## src/rtl/m_udp_tx_loader.sv

```systemverilog
// m_udp_tx_loader
//   Writer side of the UDP transmit path. It packs the user payload byte stream
//   big-endian into 32-bit words in the transmit payload RAM and computes the UDP
//   and IP length fields. It then requests one frame from the IP/UDP transmitter
//   and waits until the transmitter reports completion.
//
//   Ports
//     clk, reset_n                   transmit clock, async active-low reset
//     s_data/s_valid/s_last/s_ready  payload byte stream in
//     ram_wr_en/addr/data            payload RAM write port (first byte in [31:23+1])
//     tx_data_length                 UDP length  = payload bytes + 8
//     tx_total_length                IP length   = payload bytes + 28
//     tx_req / tx_done               frame request, held until completion pulse
//     overflow                       current/last frame exceeded MAX_BYTES
//
//   state   | meaning
//   --------+-----------------------------------------------------------
//   ST_INIT | first cycle after reset release, s_ready still low
//   ST_FILL | accepting payload bytes, packing words into RAM
//   ST_LEN  | one cycle: latch length fields, final RAM write in flight
//   ST_REQ  | tx_req high, waiting for tx_done
module m_udp_tx_loader #(
    parameter int ADDR_W    = 9,
    parameter int BASE_ADDR = 0,
    parameter int MAX_BYTES = 1472
) (
    input  logic              clk,
    input  logic              reset_n,
    input  logic [7:0]        s_data,
    input  logic              s_valid,
    input  logic              s_last,
    output logic              s_ready,
    output logic              ram_wr_en,
    output logic [ADDR_W-1:0] ram_wr_addr,
    output logic [31:0]       ram_wr_data,
    output logic [15:0]       tx_data_length,
    output logic [15:0]       tx_total_length,
    output logic              tx_req,
    input  logic              tx_done,
    output logic              overflow
);

    typedef enum logic [1:0] {ST_INIT, ST_FILL, ST_LEN, ST_REQ} state_t;

    localparam logic [15:0]       MAX_CNT = 16'(MAX_BYTES);
    localparam logic [ADDR_W-1:0] BASE    = ADDR_W'(BASE_ADDR);

    state_t            state, state_nxt;
    logic [15:0]       byte_cnt;
    logic [ADDR_W-1:0] word_idx;
    logic [31:0]       word_acc;
    logic [31:0]       word_nxt;
    logic [1:0]        lane;
    logic              accept;
    logic              at_max;

    always_ff @(posedge clk or negedge reset_n) begin
        if (!reset_n) state <= ST_INIT;
        else          state <= state_nxt;
    end

    always_comb begin
        state_nxt = state;
        s_ready   = 1'b0;
        tx_req    = 1'b0;
        case (state)
            ST_INIT: state_nxt = ST_FILL;
            ST_FILL: begin
                s_ready = 1'b1;
                if (s_valid && s_last) state_nxt = ST_LEN;
            end
            ST_LEN:  state_nxt = ST_REQ;
            ST_REQ: begin
                tx_req = 1'b1;
                if (tx_done) state_nxt = ST_FILL;
            end
            default: state_nxt = ST_INIT;
        endcase
    end

    assign accept = s_valid && s_ready;
    assign lane   = byte_cnt[1:0];
    assign at_max = (byte_cnt == MAX_CNT);

    // Accumulated word with the incoming byte dropped into its lane.
    always_comb begin
        word_nxt = word_acc;
        case (lane)
            2'd0:    word_nxt[31:24] = s_data;
            2'd1:    word_nxt[23:16] = s_data;
            2'd2:    word_nxt[15:8]  = s_data;
            default: word_nxt[7:0]   = s_data;
        endcase
    end

    always_ff @(posedge clk or negedge reset_n) begin
        if (!reset_n) begin
            byte_cnt        <= '0;
            word_idx        <= '0;
            word_acc        <= '0;
            ram_wr_en       <= 1'b0;
            ram_wr_addr     <= BASE;
            ram_wr_data     <= '0;
            tx_data_length  <= '0;
            tx_total_length <= '0;
            overflow        <= 1'b0;
        end else begin
            ram_wr_en <= 1'b0;
            if (accept) begin
                if (byte_cnt == 16'd0) overflow <= 1'b0;
                if (!at_max) begin
                    byte_cnt <= byte_cnt + 16'd1;
                    if (lane == 2'd3 || s_last) begin
                        ram_wr_en   <= 1'b1;
                        ram_wr_addr <= BASE + word_idx;
                        ram_wr_data <= word_nxt;
                        word_idx    <= word_idx + 1'b1;
                        word_acc    <= '0;
                    end else begin
                        word_acc <= word_nxt;
                    end
                end else begin
                    // Saturated: byte is consumed and dropped. A partial word
                    // (only possible for MAX_BYTES not a multiple of 4) is still
                    // flushed when the frame ends.
                    overflow <= 1'b1;
                    if (s_last && lane != 2'd0) begin
                        ram_wr_en   <= 1'b1;
                        ram_wr_addr <= BASE + word_idx;
                        ram_wr_data <= word_acc;
                        word_idx    <= word_idx + 1'b1;
                        word_acc    <= '0;
                    end
                end
            end
            if (state == ST_LEN) begin
                tx_data_length  <= byte_cnt + 16'd8;
                tx_total_length <= byte_cnt + 16'd28;
            end
            if (state == ST_REQ && tx_done) begin
                byte_cnt <= '0;
                word_idx <= '0;
                word_acc <= '0;
            end
        end
    end

endmodule

```

## config.mk

```make
export PLATFORM = sky130hd
export DESIGN_NAME = m_udp_tx_loader
export DESIGN_NICKNAME = d
export VERILOG_FILES = /design/src/rtl/m_udp_tx_loader.sv
export SDC_FILE = /design/constraint.sdc
export NUM_CORES = 1
export LEC_CHECK = 0
export CAP_MARGIN = 20
export CORE_UTILIZATION = 30
export CTS_BUF_LIST = sky130_fd_sc_hd__clkbuf_8
export DETAILED_ROUTE_END_ITERATION = 10
export GPL_TIMING_DRIVEN = 0
export PLACE_DENSITY = 0.56
export SLEW_MARGIN = 40
export SYNTH_ARGS = -nofsm -noshare
export SYNTH_HDL_FRONTEND = slang
export SYNTH_SLANG_ARGS = --single-unit
```

## constraint.sdc

```tcl
create_clock -name clk -period 2.3 [get_ports clk]
set_input_delay 0.46 -clock clk [delete_from_list [all_inputs] [get_ports clk]]
set_output_delay 0.46 -clock clk [all_outputs]
set_load 0.01 [all_outputs]
```

-- Word-level counts from Yosys, hierarchy flattened
Cells that the tools add are included.
- output and inout port bits: 77
- input port bits: 13
- logic and storage cells: 80
- flip-flop bits (word level): 134
- equal/unequal tests: 12
- add/subtract/negate cells: 4
- mux-type cells: 34
- reductions and logical operators: 20
- operators with widths (operator ; number):
    $mux 32 ; 8
    $mux 9 ; 8
    $mux 16 ; 3
    $mux 8 ; 4
    $add 16x1->16 const B ; 1
    $add 16x4->16 const B ; 1
    $add 16x5->16 const B ; 1
    $eq 16x11->1 const B ; 1
    $logic_not 16->1 ; 1
    $add 9x1->9 const B ; 1
    $eq 2x2->1 const B ; 4
    $mux 1 ; 8
    $pmux 2 s4 ; 1
    $reduce_and 2->1 ; 4
    $reduce_bool 2->1 ; 4
    $reduce_and 3->1 ; 2
    $eq 2x1->1 const B ; 2
    $logic_and 1x1->1 ; 4
    $logic_not 2->1 ; 2
    $mux 2 ; 2
    $ne 2x1->1 const B ; 2
    $ne 2x2->1 const B ; 2
    $ne 3x1->1 const B ; 1
    $reduce_bool 3->1 ; 1
    other kinds (2) ; 2

-- Depth between registers and ports, before layout
Gate-level depths: netlist of run 1.
- depth in word-level cells: 7
- mapped depth: 9
- gate-level depth less buffers: 6

-- Worst setup path after synthesis of run 1
Ideal clock, no wire load.
- path kind: register to register
- from: register state[1]
- to: register word_idx[7]
- period minus slack after synthesis: 1.943 ns
- required time: 2.222 ns
- cell stages (with the launch flop): 8
- path buffers: 1
- library setup time: 0.078 ns
- slack: 0.357 ns
- data arrival time: 1.865 ns
- cells stage by stage: dfrtp_1 -> inv_1 -> ha_1 -> and2_1 -> o21ai_1 -> clkbuf_1 -> or4_1 -> a21oi_1
- cells in the longest elaborated chain, start to end: 5
- elaborated cells between the ends (all ways): 10
- those cells by class: 3 x eq/ne; 2 x mux; 5 x reduce/logical
- ends and longest elaborated chain (item ; line ; RTL):
    start: declaration ; 48 ; state_t state, state_nxt;
    start signal: assignment ; 59 ; else state <= state_nxt;
    $eq 2x1->1 ; 66 ; case (state)
    $mux 1 ; 66 ;
    named net s_ready ; 32 ; output logic s_ready,
    $logic_and 1x1->1 ; 81 ; assign accept = s_valid && s_ready;
    $reduce_bool 2->1 (no line) ; - ;
    $reduce_and 3->1 (no line) ; - ;
    end signal: assignment ; 117 ; word_idx <= word_idx + 1'b1;
    end signal: assignment ; 131 ; word_idx <= word_idx + 1'b1;
    end: declaration ; 50 ; logic [ADDR_W-1:0] word_idx;
The timed path passes the listed nets, and every way through them passes these cells.
A chain may end at the register's enable or synchronous reset.

-- Worst setup path after layout of run 1
- from: register byte_cnt[0]
- to: register ram_wr_addr[2]
- cells in the longest elaborated chain, start to end: 4
- elaborated cells between the ends (all ways): 9
- those cells by class: 3 x eq/ne; 1 x mux; 5 x reduce/logical
- ends and longest elaborated chain (item ; line ; RTL):
    start: declaration ; 49 ; logic [15:0] byte_cnt;
    start signal: assignment ; 112 ; byte_cnt <= byte_cnt + 16'd1;
    branches (longest 4 deep; another with $eq 16x11->1) ; - ;
    end signal: assignment ; 115 ; ram_wr_addr <= BASE + word_idx;
    end signal: assignment ; 129 ; ram_wr_addr <= BASE + word_idx;
    end: declaration ; 34 ; output logic [ADDR_W-1:0] ram_wr_addr,
Several ways; the timed one is not identified.

==> results of run 1 <==
## metrics by stage
step           TNS, ns  util (%)  cells  hold slack [ns]
2_1_floorplan        0         -    666            0.164
3_3_place_gp   -647.42      35.9   1027            0.491
3_5_place_dp    -21.22      36.2   1029            0.337
4_1_cts              0      38.1   1062            0.433
5_1_grt              0      38.2   1060            0.445
6_report             0      38.2   1060            0.437
## timing repair
action | 4_1_cts | 5_1_grt
resized for setup | 4 | 18
pin swaps | 1 | 1
buffers inserted | 1 | 0
endpoints found under the setup margin | 74 | 74
hold endpoints to repair | 30 | 0
hold buffers | 1 | 0
## path summary, 6_finish.rpt
kind | startpoint | end | slack (ns) | cells after the start
min in group clk | s_data[6] | word_acc[14]$_DFFE_PN0P_ | 0.46 | 3
setup / recovery | byte_cnt[0]$_DFFE_PN0P_ | ram_wr_addr[2]$_DFFE_PN0P_ | 0.12 | 8
max in group asynchronous | reset_n | ram_wr_data[4]$_DFFE_PN0P_ | 1.00 | 4
hold / removal | reset_n | tx_total_length[14]$_DFFE_PN0N_ | 0.44 | 2
hold reg to reg | tx_total_length[5]$_DFFE_PN0N_ | tx_total_length[5]$_DFFE_PN0N_ | 0.51 | 1
setup reg to reg | byte_cnt[0]$_DFFE_PN0P_ | ram_wr_addr[2]$_DFFE_PN0P_ | 0.12 | 8
## kinds of logic after synthesis
kind of cell / count (synthesis)
multiplexers: 51
AND/OR/NAND/NOR: 164
flip-flops: 132
XOR/XNOR: 23
buffers and inverters: 75
AO/OA/AOI/OAI: 206
adder cells (fa/ha/maj): 15
## layout make-up
cell class                      instances  area (um^2)  share of cell area [%]
Tap cell                              280          350                    4.22
Buffer                                 62          332                    3.99
Clock inverter                         14          128                    1.54
Clock buffer                           18          248                    2.98
Timing Repair Buffer                   85          891                    10.7
Inverter                               10         37.5                   0.452
Multi-Input combinational cell        459         3020                    36.3
Sequential cell                       132         3300                    39.8
## cells in the mapped netlist (13+ instances only)
| cell type | instances |
|---|---|
| buf_1 | 14 |
| ha_1 | 15 |
| nand2_1 | 15 |
| a21oi_1 | 132 |
| dfrtp_1 | 132 |
| xnor2_1 | 18 |
| o21ai_0 | 44 |
| nor2_1 | 37 |
| mux2_2 | 14 |
| nand4_1 | 13 |
| o31ai_1 | 14 |
| nand3_1 | 43 |
| clkbuf_1 | 27 |
| mux2i_1 | 35 |
## per-layer routing
metal	wire length, um	vias to the layer above	part of all wire [%]
met4	212	0	1.1
met5	0	-	0
li1	-	2601	-
met2	8570	161	46
met3	911	15	4.9
met1	8800	2708	48
## where the power goes
group	total [mW]	internal [mW]	switching, mW
clock	1.91	0.889	1.02
combinational	3.68	1.83	1.84
sequential	3.44	3.01	0.429
## flip-flops by register name, summed over array words and instances, names as in the netlist
signal	cells
ram_wr_addr	9
word_idx	9
tx_total_length	14
tx_data_length	16
ram_wr_data	32
overflow	1
byte_cnt	16
word_acc	32
state	2
ram_wr_en	1
==> flow_metrics.py, run 1 <==
metrics = {
    "sta": {
        "clock_skew_ns": 0.0169,
        "timing.final.ws_setup_ns": 0.115,
        "max_freq_mhz": 458,
        "rsz0062_at_grt": "no",
        "final_hold_viol_count": 0,
        "worst_slew_pin_slew_ns": 0.701,
        "relSlewSlack_pct": 53.3,
        "report.final.slew_viol_count": 0,
        "period_minus_slack_ns": 2.18,
        "post-route-period-util_pct": 95.0,
        "setup_viol": 0,
    },
    "setup_path": {
        "crit_buf_inv": 3,
        "required_ns": 2.66,
        "cpMaxStageDelayCell": "dfrtp_1",
        "start_kind": "flip-flop",
        "critical-path-top-delay-family": "simple AND/OR/NAND/NOR gates",
        "criticalPathCategory": "flip-flop to flip-flop",
        "cp_common_cell": "buf_6",
        "cp_cell_sequence": "inv_1 > ha_1 > nor4b_4 > and4_4 > buf_6 > nor2_4 > buf_6 > mux2_4",
        "cp_max_fo": 10,
        "worstSetupEndpointType": "flip-flop",
        "max_stage_delay_ns": 0.50,
        "worstPathArrival_ns": 2.54,
    },
    "yosys": {
        "yosysSeqAreaShare_pct": 49.7,
        "synth-seq-cells": 132,
        "ys_top_cells_by_area": "dfrtp_1, a21oi_1, mux2i_1",
        "synth_xor_area_share_pct": 3.03,
        "synth_cell_type_count": 47,
        "synth_compound_area_share_pct": 16.6,
        "synth-async-reset-ratio_pct": 100,
        "synth_area_mm2": 0.00665,
        "syn_nets": 694,
        "synth-main-ff-cell": "dfrtp_1",
        "syn_area_per_cell_um2": 9.99,
        "synth_edf_count": 0,
        "yosys.area_share.simple_pct": 14.2,
        "synth_top_family_by_area": "compound AO/OA/AOI/OAI gates",
        "syn_inst": 666,
        "synthAdderAreaFrac_pct": 2.82,
        "yosysWarnings": 0,
        "yosys.area.top_type": "dfrtp_1",
        "synth_top_area_share_pct": 49.7,
        "synthMuxAreaShare_pct": 8.09,
    },
    "power_and_ir_drop": {
        "power.total_mw": 9.02,
        "leakage_nw": 3.35,
        "p_per_area_mw_per_mm2": 1090,
        "ir_worst_vdd_uv": 634,
    },
    "place": {
        "hpwl_um": 12800,
        "detailed_place.area_mm2": 0.00788,
        "pre_cts_slack_ns": -0.568,
        "port_buffers": 81,
        "place_congestion": 0.819,
    },
    "clock_network": {
        "cts_tree": "built",
        "ctsLongestPathBuffers": 2,
        "clock_latency_ns": 0.46,
        "clock-sinks": 132,
        "htreeDepth": 4,
        "path_clk_slew_ns": 0.09,
        "root_buffer": "clkbuf_8",
        "numCtsBuffers": 17,
    },
    "route": {
        "wl_um": 18500,
        "antenna_left": 0,
        "wl_per_cell_um": 17.5,
        "via_per_inst": 5.17,
        "firstDrtPassIters": 5,
        "drtIter0Drc": 431,
        "drt_drc_violations_left": 0,
        "vias": 5485,
    },
    "finish": {
        "drive_gt1_share_pct": 13.6,
        "nets": 795,
        "design_area_mm2": 0.00831,
        "areaGrowthSynthToFinish_pct": 24.9,
        "n_antenna_cell": 0,
        "nFillCells": 2197,
        "final_cell_mix": "a21oi_1, dfrtp_1, clkdlybuf4s50_1",
    },
    "global_routing": {
        "grt_pass1_vias": 5466,
        "grt_usage_pct": 17.3,
        "top_usage_layer": "met2",
        "use_met1_pct": 24.4,
        "met2_usage_pct": 26.9,
        "grt_max_degree": 54,
        "met3_usage_pct": 3.28,
        "antenna_found_initial": 0,
        "grt_pass1_wl_um": 30200,
        "overflow": 0,
    },
    "floorplan": {
        "rows": 54,
        "chipWidth_um": 151,
        "start_util_pct": 30.6,
        "num_io_pins": 90,
        "die-area_mm2": 0.0228,
        "core_area_mm2": 0.0218,
        "die_h_um": 151,
    },
    "flow_run": {
        "max_cap_violations": 0,
    },
    "status": {
        "status": "finished, final reports clean",
    },
    "worst_hold_path": {
        "hp-class": "input pin to async pin",
    },
}
Power figures use the tool's default switching activity.
==> run 2, diff against run 1 <==
- CORE_UTILIZATION: 30 -> 55
- PLACE_DENSITY: 0.56 -> 0.87
==> flow_metrics.py, run 2 (synthesized netlist as in run 1, its figures left out) <==
metrics = {
    "setup_path": {
        "worstSetupEndpointType": "output pin",
        "cpMaxStageDelayCell": "clkdlybuf4s50_1",
        "criticalPathCategory": "flip-flop to output pin",
        "required_ns": 1.84,
        "max_stage_delay_ns": 0.58,
        "worstPathArrival_ns": 1.74,
        "start_kind": "flip-flop",
        "cp_max_fo": 5,
        "cp_cell_sequence": "ha_1 > clkdlybuf4s50_1",
    },
    "place": {
        "detailed_place.area_mm2": 0.00770,
        "hpwl_um": 12300,
        "dp.cells": 892,
        "place_congestion": 0.915,
        "port_buffers": 81,
    },
    "sta": {
        "worst_slew_pin_slew_ns": 0.760,
        "final_hold_viol_count": 0,
        "setup_viol": 0,
        "relSlewSlack_pct": 48.8,
        "clock_skew_ns": 0.0152,
        "period_minus_slack_ns": 2.20,
        "report.final.slew_viol_count": 0,
        "post-route-period-util_pct": 95.7,
        "whs_ns": 0.430,
        "max_freq_mhz": 454,
        "setup_total_negative_slack_ns": 0,
        "rsz0062_at_grt": "no",
    },
    "finish": {
        "layout_commonest_cell": "a21oi_1",
        "nets": 792,
        "nFillCells": 871,
        "top_regs": "ram_wr_data x32, word_acc x32",
        "fin_cells": 920,
        "n_antenna_cell": 0,
        "drive_gt1_share_pct": 13.6,
        "areaGrowthSynthToFinish_pct": 22.7,
        "design_area_mm2": 0.00816,
        "final_cell_mix": "a21oi_1, dfrtp_1, clkdlybuf4s50_1",
    },
    "global_routing": {
        "antenna_found_initial": 0,
        "grt_pass1_vias": 5674,
        "grt_usage_pct": 29.5,
        "grt_pass1_wl_um": 28800,
        "grt_max_degree": 80,
        "overflow": 0,
    },
    "route": {
        "vias": 5800,
        "drtIter0Drc": 524,
        "antenna_left": 0,
        "firstDrtPassIters": 10,
        "via_per_inst": 6.30,
        "wl_per_cell_um": 19.3,
        "wl_um": 17800,
        "drt_drc_violations_left": 6,
    },
    "clock_network": {
        "cts_tree": "built",
        "root_buffer": "clkbuf_8",
        "numCtsBuffers": 17,
        "clock_latency_ns": 0.47,
        "ctsLongestPathBuffers": 2,
        "path_clk_slew_ns": 0.08,
        "clock-sinks": 132,
        "htreeDepth": 4,
    },
    "floorplan": {
        "rows": 39,
        "chipWidth_um": 112,
        "num_io_pins": 90,
        "start_util_pct": 57.3,
        "die-area_mm2": 0.0125,
        "core_area_mm2": 0.0116,
        "die_h_um": 112,
    },
    "status": {
        "status": "finished with violations",
        "violations": "DRC",
    },
    "flow_run": {
        "max_cap_violations": 0,
    },
    "worst_hold_path": {
        "hp-class": "input pin to flip-flop",
    },
    "power_and_ir_drop": {
        "p_per_area_mw_per_mm2": 1130,
        "ir_worst_vdd_uv": 685,
        "leakage_nw": 3.36,
    },
}
[run 2: changes by cell type in the layout (fill, tap and decap cells not counted), sizes merged]
cell / previous run / this run
bufinv: 1 / 3
clkdlybuf4s50: 79 / 80
inv: 13 / 12
buf: 36 / 34
clkinv: 6 / 5
dlymetal6s2s: 1 / 0
clkbuf: 48 / 47
[run 2: path summary, 6_finish.rpt]
check | startpoint | end | slack [ns] | cells after the start
min reg2reg | ram_wr_addr[5]$_DFFE_PN0P_ | ram_wr_addr[5]$_DFFE_PN0P_ | 0.51 | 1
min | s_data[0] | word_acc[8]$_DFFE_PN0P_ | 0.43 | 3
max in group asynchronous | reset_n | word_acc[23]$_DFFE_PN0P_ | 1.09 | 4
min in group asynchronous | reset_n | tx_total_length[6]$_DFFE_PN0N_ | 0.60 | 3
max reg2reg | byte_cnt[2]$_DFFE_PN0P_ | ram_wr_addr[3]$_DFFE_PN0P_ | 0.1 | 8
max | state[1]$_DFFE_PN0P_ | tx_req | 0.1 | 2
[run 2: metal layers]
layer / share of wire [%] / global-route usage (%) / up-vias
met5: 0 / 0 / -
met4: 2.7 / 14.4 / 0
met3: 7.9 / 6.70 / 48
met2: 49 / 47.7 / 334
met1: 41 / 37.8 / 2832
li1: - / - / 2586
[run 2: layout make-up]
| cell class | instances | area [um^2] | share of cell area (%) |
|---|---|---|---|
| buffer | 58 | 318 | 3.89 |
| clock buffer | 18 | 248 | 3.03 |
| clock inverter | 14 | 161 | 1.98 |
| inverter | 10 | 37.5 | 0.460 |
| multi-input combinational | 459 | 3020 | 37.0 |
| sequential | 132 | 3310 | 40.5 |
| tap | 143 | 179 | 2.19 |
| timing repair buffer | 86 | 896 | 11.0 |
[run 2: critical path, delay by kind of cell, from the launching register on]
kind | cells | cell delay, ns
buffers and inverters | 1 | 0.58
adders and majority gates | 1 | 0.30
DFF | 1 | 0.39
[run 2: where the power goes]
group | internal, mW | switching, mW
logic | 1.83 | 1.88
clock network | 1.09 | 0.966
registers | 3.01 | 0.445
[run 2: repair_timing]
item,in CTS,in global routing
endpoints found under the setup margin,44,77
pin swaps,1,2
hold buffers,1,0
buffers inserted,0,2
hold endpoints to repair,49,0
resized for setup,6,18
[run 2: through the flow]
stage | total power, mW | util, % | setup slack [ns]
finish | 9.23 | 70.3 | 0.0991
global route | 9.70 | 70.3 | 0.00461
CTS | 9.21 | 70.0 | 0.00240
detailed placement | 7.12 | 66.3 | -0.437
global placement | 6.94 | 65.8 | -4.15
floorplan | 5.31 | - | 0.357
==> run 3, diff against run 2 <==
- CORE_ASPECT_RATIO: not set -> 0.8
- clock period: 2.3 -> 2.4 ns (I/O delays scaled with it)
==> flow_metrics.py, run 3 (synthesized netlist as in run 1, its figures left out) <==
metrics = {
    "status": {
        "status": "finished with violations",
        "violations": "DRC",
    },
    "clock_network": {
        "htreeDepth": 4,
        "clock_latency_ns": 0.45,
        "ctsLongestPathBuffers": 2,
        "numCtsBuffers": 17,
        "root_buffer": "clkbuf_8",
        "clock-sinks": 132,
        "cts_tree": "built",
        "path_clk_slew_ns": 0.08,
    },
    "finish": {
        "n_antenna_cell": 0,
        "areaGrowthSynthToFinish_pct": 22.1,
        "fin_cells": 925,
        "top_regs": "ram_wr_data x32, word_acc x32",
        "drive_gt1_share_pct": 12.5,
        "nets": 792,
        "final_cell_mix": "a21oi_1, dfrtp_1, clkdlybuf4s50_1",
        "nFillCells": 835,
    },
    "sta": {
        "worst_slew_pin_slew_ns": 0.696,
        "period_minus_slack_ns": 2.28,
        "setup_total_negative_slack_ns": 0,
        "relSlewSlack_pct": 53.1,
        "rsz0062_at_grt": "no",
        "post-route-period-util_pct": 95.1,
        "clock_skew_ns": 0.0117,
        "setup_viol": 0,
        "report.final.slew_viol_count": 0,
        "max_freq_mhz": 438,
        "final_hold_viol_count": 0,
        "timing.final.ws_setup_ns": 0.117,
    },
    "power_and_ir_drop": {
        "p_seq_share_pct": 37.4,
        "sw_frac_of_total_pct": 35.4,
        "pwr-share-clk_pct": 22.4,
        "ir_worst_vdd_uv": 720,
        "p_per_area_mw_per_mm2": 1090,
        "leakage_nw": 3.34,
        "intPower_mw": 5.71,
        "switching_power_mw": 3.13,
        "power.share.combinational_pct": 40.3,
        "power.total_mw": 8.84,
    },
    "route": {
        "drt_drc_violations_left": 16,
        "drtIter0Drc": 511,
        "vias": 5833,
        "wl_per_cell_um": 19.0,
        "antenna_left": 0,
        "via_per_inst": 6.31,
        "firstDrtPassIters": 8,
        "wl_um": 17600,
    },
    "floorplan": {
        "chipWidth_um": 125,
        "die-area_mm2": 0.0125,
        "start_util_pct": 57.1,
        "core_area_mm2": 0.0116,
        "die_h_um": 100,
        "num_io_pins": 90,
        "rows": 35,
    },
    "global_routing": {
        "grt_max_degree": 79,
        "grt_pass1_vias": 5801,
        "grt_pass1_wl_um": 29000,
        "overflow": 0,
        "grt_usage_pct": 29.5,
        "antenna_found_initial": 0,
    },
    "setup_path": {
        "criticalPathCategory": "flip-flop to flip-flop",
        "r2r_end": "word_acc[1]$_DFFE_PN0P_",
        "max_stage_delay_ns": 0.47,
        "cpMaxStageDelayCell": "dfrtp_1",
        "cp_max_fo": 10,
        "reg2reg_slack_ns": 0.12,
        "critPathLaunch": "byte_cnt[3]$_DFFE_PN0P_",
        "worstSetupEndpointType": "flip-flop",
        "r2r_cells": 9,
        "worstPathArrival_ns": 2.64,
        "cp_common_cell": "buf_6",
        "required_ns": 2.76,
        "cp_cell_sequence": "inv_1 > ha_1 > nor4b_4 > and4_4 > buf_6 > buf_6 > buf_6 > o21ai_0 > a21oi_1",
        "start_kind": "flip-flop",
        "endpoint": "word_acc[1]$_DFFE_PN0P_",
        "r2r_start": "byte_cnt[3]$_DFFE_PN0P_",
    },
    "place": {
        "pre_cts_slack_ns": -0.391,
        "dp.cells": 896,
        "place_congestion": 0.863,
        "port_buffers": 81,
        "hpwl_um": 12100,
    },
    "flow_run": {
        "max_cap_violations": 0,
    },
    "worst_hold_path": {
        "hp-class": "input pin to async pin",
    },
}
[run 3: cell types whose count changed in the layout (fill, tap and decap cells not counted), moves of 2 or more]
| cell | before | now |
|---|---|---|
| dfrtp_2 | 2 | 0 |
| dfrtp_1 | 130 | 132 |
| clkbuf_2 | 10 | 8 |
| clkinvlp_4 | 4 | 1 |
| clkbuf_1 | 18 | 23 |
| buf_1 | 10 | 12 |
[run 3: repair_timing]
item	in CTS	in global routing
hold buffers	0	0
endpoints found under the setup margin	10	74
pin swaps	0	1
resized for setup	2	7
setup buffers	0	1
[run 3: area by class of cell]
class | instances | area, um^2 | area share (%)
Buffer | 61 | 322 | 3.96
Clock buffer | 19 | 262 | 3.22
Clock inverter | 13 | 156 | 1.93
Inverter | 10 | 37.5 | 0.462
Multi-Input combinational cell | 459 | 3010 | 37.0
Sequential cell | 132 | 3300 | 40.7
Tap cell | 148 | 185 | 2.28
Timing Repair Buffer | 83 | 851 | 10.5
[run 3: worst max-delay path: cells and delay by family, from the launching register on]
kind	cells	cell delay, ns
AO/OA/AOI/OAI	2	0.29
adder cells (fa/ha/maj)	1	0.21
buffers and inverters	4	0.66
flip-flops	1	0.47
AND/OR/NAND/NOR	2	0.56
[run 3: per-layer routing]
metal,GRT usage [%],wire length [um]
met2,43.7,8040
met4,14.9,527
met5,0,0
met3,7.57,1590
met1,40.4,7410
[run 3: power groups by stage]
stage / logic [mW] / clock network (mW) / registers (mW)
after floorplan: 1.58 / 0 / 3.51
after detailed placement: 3.50 / 0 / 3.34
final: 3.56 / 1.98 / 3.30
after global routing: 3.85 / 2.10 / 3.37
after global placement: 3.35 / 0 / 3.29
after CTS: 3.52 / 2.00 / 3.30
[run 3: how the worst min path moves through the flow]
stage / startpoint / to / slack, ns / cells past startpoint
floorplan: reset_n / byte_cnt[0]$_DFFE_PN0P_ / 0.18 / 0
global placement: tx_data_length[3]$_DFFE_PN0N_ / tx_data_length[3]$_DFFE_PN0N_ / 0.49 / 1
detailed placement: ram_wr_addr[2]$_DFFE_PN0P_ / ram_wr_addr[2]$_DFFE_PN0P_ / 0.50 / 1
CTS: reset_n / tx_total_length[14]$_DFFE_PN0N_ / 0.03 / 1
global route: reset_n / tx_total_length[14]$_DFFE_PN0N_ / 0.06 / 1
finish: reset_n / tx_total_length[14]$_DFFE_PN0N_ / 0.01 / 1
[run 3: through the flow]
| step | utilization (%) | instance area (um^2) | hold slack [ns] |
|---|---|---|---|
| after CTS | 69.6 | 8100 | 0.0344 |
| after global routing | 69.7 | 8120 | 0.0554 |
| after global placement | 65.7 | 7650 | 0.492 |
| final | 69.7 | 8120 | 0.0113 |
| after detailed placement | 65.9 | 7680 | 0.497 |
| after floorplan | - | 6650 | 0.184 |
